`config.mk`:
```
export PLATFORM = sky130hd
export DESIGN_NAME = cpu_control_unit
export DESIGN_NICKNAME = d
export VERILOG_FILES = /design/src/rtl/cpu_pkg.sv /design/src/rtl/cpu_control_unit_program_counter.sv /design/src/rtl/cpu_control_unit.sv
export SDC_FILE = /design/constraint.sdc
export NUM_CORES = 1
export LEC_CHECK = 0
export ABC_AREA = 1
export CAP_MARGIN = 10
export CORE_ASPECT_RATIO = 0.8
export CORE_UTILIZATION = 43
export DETAILED_ROUTE_END_ITERATION = 7
export GPL_ROUTABILITY_DRIVEN = 0
export PLACE_DENSITY_LB_ADDON = 0.12
export SYNTH_ARGS = -nofsm -noshare
export SYNTH_HDL_FRONTEND = slang
export SYNTH_SLANG_ARGS = --single-unit
```
`constraint.sdc`:
```
create_clock -name clk -period 1.4 [get_ports clk]
set_clock_uncertainty 0.2 [all_clocks]
set_input_delay 0.28 -clock clk [delete_from_list [all_inputs] [get_ports clk]]
set_output_delay 0.28 -clock clk [all_outputs]
set_load 0.02 [all_outputs]
```
`src/rtl/cpu_pkg.sv`:
```
// Shared definitions for the 8-bit accumulator CPU control path.
//  - Default widths and memory timeout.
//  - Opcode encodings (upper nibble of the instruction word).
//  - Sequencer state encoding.
package cpu_pkg;

   localparam int unsigned CPU_ADDR_W      = 4;
   localparam int unsigned CPU_DATA_W      = 8;
   localparam int unsigned CPU_OP_W        = 4;
   localparam int unsigned CPU_MEM_TIMEOUT = 15;

   localparam logic [CPU_OP_W-1:0] OP_JMP = 4'h0;
   localparam logic [CPU_OP_W-1:0] OP_ADD = 4'h1;
   localparam logic [CPU_OP_W-1:0] OP_SUB = 4'h2;
   localparam logic [CPU_OP_W-1:0] OP_LDA = 4'h3;
   localparam logic [CPU_OP_W-1:0] OP_STA = 4'h4;
   localparam logic [CPU_OP_W-1:0] OP_AND = 4'h5;
   localparam logic [CPU_OP_W-1:0] OP_OR  = 4'h6;
   localparam logic [CPU_OP_W-1:0] OP_NOT = 4'h7;
   localparam logic [CPU_OP_W-1:0] OP_XOR = 4'h8;
   localparam logic [CPU_OP_W-1:0] OP_JZ  = 4'h9;
   localparam logic [CPU_OP_W-1:0] OP_HLT = 4'hF;

   typedef enum logic [2:0] {
      ST_IDLE   = 3'd0,
      ST_FETCH  = 3'd1,
      ST_DECODE = 3'd2,
      ST_MEM    = 3'd3,
      ST_EXEC   = 3'd4,
      ST_HALT   = 3'd5
   } state_e;

endpackage

```
`src/rtl/cpu_control_unit_program_counter.sv`:
```
// Program counter: load / increment / hold, wrapping naturally at 2^ADDR_W.
//  clk, rst_n   : clock, async active-low reset (PC -> 0)
//  load_i       : take load_val_i verbatim (has priority over inc_i)
//  inc_i        : PC + 1 with wrap
//  load_val_i   : jump target
//  pc_o         : current PC
module program_counter #(
   parameter int unsigned ADDR_W = 4
) (
   input  logic              clk,
   input  logic              rst_n,
   input  logic              load_i,
   input  logic              inc_i,
   input  logic [ADDR_W-1:0] load_val_i,
   output logic [ADDR_W-1:0] pc_o
);

   logic [ADDR_W-1:0] pc_q;

   always_ff @(posedge clk or negedge rst_n) begin
      if (!rst_n) begin
         pc_q <= '0;
      end else if (load_i) begin
         pc_q <= load_val_i;
      end else if (inc_i) begin
         pc_q <= pc_q + ADDR_W'(1);
      end
   end

   assign pc_o = pc_q;

endmodule

```
`src/rtl/cpu_control_unit.sv`:
```
// Fetch/decode/execute sequencer for the 8-bit accumulator CPU.
//  clk, resetN          : clock, async active-low reset
//  start                : leave IDLE/HALT (ignored while running)
//  romAddress/romData   : instruction fetch (address = PC)
//  memReq/memWe/memAddress/memAck : data-memory handshake
//  aluOp/accLoad        : one-cycle accumulator write strobe + opcode
//  accZero              : accumulator-is-zero flag for JZ
//  busy/halted/fault    : status; fault is sticky until the next start
// All outputs are decoded from registered state/IR/PC only.
module cpu_control_unit
   import cpu_pkg::*;
#(
   parameter int unsigned ADDR_W      = CPU_ADDR_W,
   parameter int unsigned DATA_W      = CPU_DATA_W,
   parameter int unsigned MEM_TIMEOUT = CPU_MEM_TIMEOUT
) (
   input  logic              clk,
   input  logic              resetN,
   input  logic              start,
   output logic [ADDR_W-1:0] romAddress,
   input  logic [DATA_W-1:0] romData,
   output logic              memReq,
   output logic              memWe,
   output logic [ADDR_W-1:0] memAddress,
   input  logic              memAck,
   output logic [3:0]        aluOp,
   output logic              accLoad,
   input  logic              accZero,
   output logic              busy,
   output logic              halted,
   output logic              fault
);

   localparam int unsigned OP_W  = DATA_W - ADDR_W;
   localparam int unsigned CNT_W = (MEM_TIMEOUT > 1) ? $clog2(MEM_TIMEOUT) : 1;

   state_e            state_q, state_d;
   logic [DATA_W-1:0] ir_q, ir_d;
   logic [CNT_W-1:0]  cnt_q, cnt_d;
   logic              fault_q, fault_d;
   logic              pc_load, pc_inc;
   logic [ADDR_W-1:0] pc;

   logic [OP_W-1:0]   opcode;
   logic [3:0]        op4;
   logic [ADDR_W-1:0] operand;

   assign opcode  = ir_q[DATA_W-1:ADDR_W];
   assign op4     = 4'(opcode);
   assign operand = ir_q[ADDR_W-1:0];

   program_counter #(.ADDR_W(ADDR_W)) u_pc (
      .clk        (clk),
      .rst_n      (resetN),
      .load_i     (pc_load),
      .inc_i      (pc_inc),
      .load_val_i (operand),
      .pc_o       (pc)
   );

   // State, instruction register, timeout counter, sticky fault
   always_ff @(posedge clk or negedge resetN) begin
      if (!resetN) begin
         state_q <= ST_IDLE;
         ir_q    <= '0;
         cnt_q   <= '0;
         fault_q <= 1'b0;
      end else begin
         state_q <= state_d;
         ir_q    <= ir_d;
         cnt_q   <= cnt_d;
         fault_q <= fault_d;
      end
   end

   // Next-state, IR/counter/fault update and PC control
   always_comb begin
      state_d = state_q;
      ir_d    = ir_q;
      cnt_d   = cnt_q;
      fault_d = fault_q;
      pc_load = 1'b0;
      pc_inc  = 1'b0;

      unique case (state_q)
         ST_IDLE, ST_HALT: begin
            if (start) begin
               state_d = ST_FETCH;
               fault_d = 1'b0;
            end
         end
         ST_FETCH: begin
            ir_d    = romData;
            state_d = ST_DECODE;
         end
         ST_DECODE: begin
            case (op4)
               OP_JMP: begin
                  pc_load = 1'b1;
                  state_d = ST_FETCH;
               end
               OP_JZ: begin
                  pc_load = accZero;
                  pc_inc  = !accZero;
                  state_d = ST_FETCH;
               end
               OP_HLT: state_d = ST_HALT;
               OP_NOT: state_d = ST_EXEC;
               OP_ADD, OP_SUB, OP_LDA, OP_STA, OP_AND, OP_OR, OP_XOR: begin
                  cnt_d   = '0;
                  state_d = ST_MEM;
               end
               default: begin
                  pc_inc  = 1'b1;
                  state_d = ST_FETCH;
               end
            endcase
         end
         ST_MEM: begin
            if (memAck) begin
               cnt_d = '0;
               if (op4 == OP_STA) begin
                  pc_inc  = 1'b1;
                  state_d = ST_FETCH;
               end else begin
                  state_d = ST_EXEC;
               end
            end else if (cnt_q == CNT_W'(MEM_TIMEOUT - 1)) begin
               // Last permitted wait cycle without an ack: give up
               cnt_d   = '0;
               fault_d = 1'b1;
               state_d = ST_HALT;
            end else begin
               cnt_d = cnt_q + CNT_W'(1);
            end
         end
         ST_EXEC: begin
            pc_inc  = 1'b1;
            state_d = ST_FETCH;
         end
         default: state_d = ST_IDLE;
      endcase
   end

   // Moore output decode
   always_comb begin
      romAddress = pc;
      memReq     = 1'b0;
      memWe      = 1'b0;
      memAddress = '0;
      aluOp      = 4'h0;
      accLoad    = 1'b0;
      busy       = 1'b1;
      halted     = 1'b0;
      fault      = fault_q;

      unique case (state_q)
         ST_IDLE: busy = 1'b0;
         ST_HALT: begin
            busy   = 1'b0;
            halted = 1'b1;
         end
         ST_MEM: begin
            memReq     = 1'b1;
            memWe      = (op4 == OP_STA);
            memAddress = operand;
         end
         ST_EXEC: begin
            accLoad = 1'b1;
            aluOp   = op4;
         end
         default: ;
      endcase
   end

endmodule

```
Word level (Yosys, flattened, before mapping)
Cells that the tools add are included.
Word-level totals
  register bits: 20
Operators by class
  $add $sub $neg: 2
  eq/ne operators: 21
  mux-type cells: 29
  reduce and logical (&&, ||, !) cells: 12
Operator list (count)
  $mux 4: 7
  $eq 4x3->1 const B: 4
  $eq 4x4->1 const B: 4
  $pmux 3 s5: 1
  $mux 3: 4
  $mux 1: 11
  $reduce_or 10->1: 1
  $pmux 3 s3: 1
  $add 4x1->4 const B: 2
  $eq 4x2->1 const B: 2
  $pmux 4 s2: 1
  $reduce_or 7->1: 1
  $eq 3x2->1 const B: 2
  $eq 3x3->1 const B: 2
  $ne 2x2->1 const B: 3
  $pmux 1 s2: 3
  $reduce_bool 2->1: 3
  $eq 4x1->1 const B: 1
  $logic_not 4->1: 1
  $reduce_and 2->1: 2
  $reduce_and 4->1: 1
  $eq 3x1->1 const B: 1
  $logic_not 3->1: 1
  $ne 3x3->1 const B: 1
  other kinds (4): 4

Logic depth before layout (Yosys ltp)
  depth in word-level cells: 6
  gate-level depth with buffers: 9

Modules after synthesis
Synthesis repeated with hierarchy kept, for this count alone.
Second synthesis, totals
  cells, all modules: 161
  area, all modules: 1173.6 um^2
Modules (own cells, without submodules)
  cpu_control_unit: times used 1, cells each 134, area each 954.7 um^2
  program_counter: times used 1, cells each 27, area each 219.0 um^2

Least setup slack after synthesis
OpenSTA, ideal clock, no wires.
  path type: flip-flop to output port
  start point: register state_q[1]
  end point: output aluOp[0]
  arrival: 1.451 ns
  required time: 0.920 ns
  setup slack: -0.531 ns
  stages on the path, launching flop included: 6
  buffers on the path: 0
  cells stage by stage: dfrtp_1 -> inv_1 -> nand2_1 -> nor2_1 -> inv_1 -> nor2_1
On the way
  cells in the longest elaborated chain, start to end: 2
Ends and longest elaborated chain
  start: declaration: RTL line cpu_control_unit.sv:37  | state_e state_q, state_d;
  start signal: assignment: RTL line cpu_control_unit.sv:69  | state_q <= state_d;
  $eq 3x3->1: RTL line cpu_control_unit.sv:157  | unique case (state_q)
  $mux 4: RTL line cpu_control_unit.sv:157
  end: declaration: RTL line cpu_control_unit.sv:26  | output logic [3:0] aluOp,
No other way between the ends.

Worst setup path after layout
  start point: register ir_q[5]
  end point: register u_pc.pc_q[2] (netlist: u_pc.pc_o[2])
On the way
  cells in the longest elaborated chain, start to end: 5
Ends and longest elaborated chain
  start: declaration: RTL line cpu_control_unit.sv:38  | logic [DATA_W-1:0] ir_q, ir_d;
  start signal: assignment: RTL line cpu_control_unit.sv:70  | ir_q <= ir_d;
  $eq 4x3->1, or another cell as far along: RTL line cpu_control_unit.sv:97, cpu_control_unit.sv:122
  $reduce_or 10->1 (no source line) or $mux 1 (tied branches)
  $pmux 1 s2 or $mux 1 (tied branches): RTL line cpu_control_unit.sv:97, cpu_control_unit.sv:120
  $pmux 1 s3: RTL line cpu_control_unit.sv:85  | unique case (state_q)
  $reduce_bool 2->1 (no source line)
  end signal: assignment: RTL line cpu_control_unit_program_counter.sv:24  | pc_q <= load_val_i;
  end signal: assignment: RTL line cpu_control_unit_program_counter.sv:26  | pc_q <= pc_q + ADDR_W'(1);
  end: declaration: RTL line cpu_control_unit_program_counter.sv:18  | logic [ADDR_W-1:0] pc_q;
Several ways; a longest one is shown, not always the timed one.
A chain may end at the register's enable or synchronous reset.

==> metrics.md <==
| Metric | Value |
|---|---|
| Final setup fails | `34` |
| H-tree Lvls | `1` |
| Max clock buf depth | `2` |
| Clk sink count | `20` |
| End of the critical path | `u_pc.pc_o[2]$_DFFE_PN0P_` |
| R2r startpoint | `ir_q[5]$_DFFE_PN0N_` |
| I/O Buffers | `30` |
| Final #Nets | `275` |
| HPWL after detailed placement | `2900 um` |
| Worst skew pair latency | `0.33 ns` |
| Slowest stage delay, CP | `0.45 ns` |
| Worst Tran Pin Value | `0.355 ns` |
| Post-route DRC | `0` |
| Width of the chip | `61.6 um` |
| Post-route ant nets | `0` |
| # rows | `16` |
| CP startpoint kind | `flop` |
| Slew margin rel. | `0.761` |
| Area after DPL | `0.00198 sq mm` |
| Kind of critical path | `flop to flop` |
| Root buffer cell | `clkbuf_4` |
| Initial antenna violation count | `0` |
| #FFs+latches synth | `20` |
| R2r endpoint | `u_pc.pc_o[2]$_DFFE_PN0P_` |
| Total power divided by cell area | `2430 mW/mm^2` |
| Synthesis-to-layout area growth | `103%` |
| Critical-path maximum fanout | `4` |
| Highest Clock Rate | `521 MHz` |
| WP buf/inv | `4` |
| Avg Cell Area, Syn | `7.23 sq um` |
| Yosys cell types | `20` |
| DRT Pass-1 Iters | `5` |
| Critical path depth | `10` |
| IO Count | `31` |
| Vias per inst | `6.37` |
| Crit path max-delay family | `buffers and inverters` |
| Reg2Reg Setup Slack | `-0.52 ns` |
| Die area | `0.00306 sq mm` |
| Post-synthesis cell area | `0.00122 sq mm` |
| Drt total wl | `7050 um` |
| HP Class | `primary input to async pin` |
| Cell area after layout | `0.00248 sq mm` |
| Initial DRC count | `207` |
| CP Cell Sequence | `buf_6 -> inv_4 -> buf_6 -> nand3_4 -> o21ai_4 -> buf_6 -> nand3_2 -> nand2_1 -> nand2_1 -> nand2_1` |
| Final Cycle Share | `1.37` |
| Violated checks | `negative setup slack` |
| Crit path capture type | `flop` |
| Wire per inst | `24.0 um` |
| Tot GR Track Use | `0.353` |
| Number of global-route vias before repair | `1,670` |
| Max cap viols | `0` |
| Core area | `0.00256 sq mm` |
| Initial core utilization | `0.477` |
| Largest net degree at the start of global routing | `21` |
| Die H | `49.7 um` |
| Cells after Synth | `169` |
| CTS tree | `built` |
| Critical path required time | `1.48 ns` |
| Post-layout min period | `1.92 ns` |
| Crit path DAT | `2.00 ns` |
| Most frequent cells in the layout | `buf_4 (36), buf_6 (27), nand2_1 (26)` |
| Leak | `0.00118 uW` |
| Worst setup path startpoint | `ir_q[5]$_DFFE_PN0N_` |
| Final count of hold timing violations | `0` |
| Worst VDD drop | `0.00145 V` |
| Dpl ws | `-0.524 ns` |
| GR Overflow Total | `0` |
| Via count | `1,873` |
| Synthesized net count | `185` |
| Post-synthesis sequential area ratio | `0.410` |
| Ys Warns | `0` |
| Status | `finished with violations` |
| Most common cell after layout, fill and taps aside | `buf_4` |
| Num CTS Buffers | `3` |
| CTS clock-pin slew for the worst setup and hold paths | `0.14 ns` |
| Pins Over Slew Limit | `0` |
| First-pass GRT wire length | `7730 um` |
| RSZ-0062 raised after global routing | `yes` |
| R2R cell count | `10` |
| Slowest stage cell, crit path | `dfrtp_1` |
| N_diodes | `0` |
| Ratio of cells with drive above 1 in the final layout | `0.593` |
| PnR worst setup slack | `-0.519 ns` |
| Post-layout util | `0.969` |
-- worst register-to-register path: stages, from the launching register on --
cell,delay [ns]
dfrtp_1,0.45
buf_6,0.15
inv_4,0.06
buf_6,0.11
nand3_4,0.08
o21ai_4,0.31
buf_6,0.18
nand3_2,0.09
nand2_1,0.11
nand2_1,0.08
nand2_1,0.06
-- per-layer routing --
layer / routed length, um / vias to the layer above / track usage / share of wire
met5: 0 / - / 0 / 0
met4: 591 / 0 / 0.181 / 0.084
met3: 699 / 79 / 0.0866 / 0.099
met2: 3320 / 196 / 0.579 / 0.47
met1: 2440 / 865 / 0.418 / 0.35
li1: - / 733 / - / -
-- report_power, final --
group | switching [uW] | total [uW] | leakage, uW | internal (uW)
clock | 209 | 368 | 0.0000210 | 159
sequential | 258 | 1110 | 0.000241 | 850
combinational | 2640 | 4560 | 0.000923 | 1920
-- synth_stat cells (all sizes together) --
master / n / area share
nand3: 28 / 0.13
nor3: 1 / 0.013
xnor2: 1 / 0.0072
nand2: 38 / 0.12
o21ai: 12 / 0.052
clkinv: 1 / 0.0041
inv: 20 / 0.061
nor2: 28 / 0.090
dfrtp: 20 / 0.41
nand4: 4 / 0.020
ha: 3 / 0.031
xor2: 3 / 0.022
a21oi: 8 / 0.033
buf: 2 / 0.0082
-- kinds of logic after synthesis --
kind of cell	synth area share
buffers and inverters	0.0738
AOI/OAI and AO/OA	0.0850
xor gates and xnor gates	0.0287
and+or+nand+nor	0.372
adders and majority gates	0.0307
DFF	0.410
-- how the worst min path moves through the flow --
stage / end / slack [ns] / depth (start not counted)
after floorplan: cnt_q[0]$_DFFE_PN0P_ / -0.22 / 0
after global placement: fault$_DFFE_PN0P_ / 0.25 / 2
after detailed placement: fault$_DFFE_PN0P_ / 0.27 / 2
after CTS: fault$_DFFE_PN0P_ / 0.09 / 2
after global routing: fault$_DFFE_PN0P_ / 0.09 / 2
final: fault$_DFFE_PN0P_ / 0.07 / 2
-- sequential cells by signal, indices dropped and copies added, names as in the netlist --
register	count
ir_q	8
cnt_q	4
u_pc.pc_o	4
state_q	3
fault	1
-- final cells by class --
| cell class | instances | area, sq um |
|---|---|---|
| Fill cell | 45 | 78.8 |
| Timing Repair Buffer | 86 | 810 |
| Inverter | 21 | 104 |
| Clock buffer | 4 | 36.3 |
| Sequential cell | 20 | 503 |
| Multi-Input combinational cell | 127 | 986 |
| Tap cell | 36 | 45.0 |
-- stage by stage --
stage / power [uW] / hold slack [ns] / setup TNS, ns / std cells
4_1_cts: 4910 / 0.0924 / -7.85 / 291
3_5_place_dp: 3970 / 0.271 / -10.20 / 275
5_1_grt: 6240 / 0.0904 / -12.88 / 294
6_report: 6030 / 0.0725 / -11.57 / 294
3_3_place_gp: 3820 / 0.254 / -9.20 / 275
2_1_floorplan: 2560 / -0.216 / -1.18 / 169
-- timing repair --
action                                  in CTS  in global routing
hold buffers                                 0                  0
resized for setup                          144                 47
endpoints found under the setup margin      30                 27
endpoints found under the hold margin        0                  0
cloned                                       0                  2
buffers inserted                            17                  2
pin swaps                                   12                 23
(Power assumes the default switching activity.)
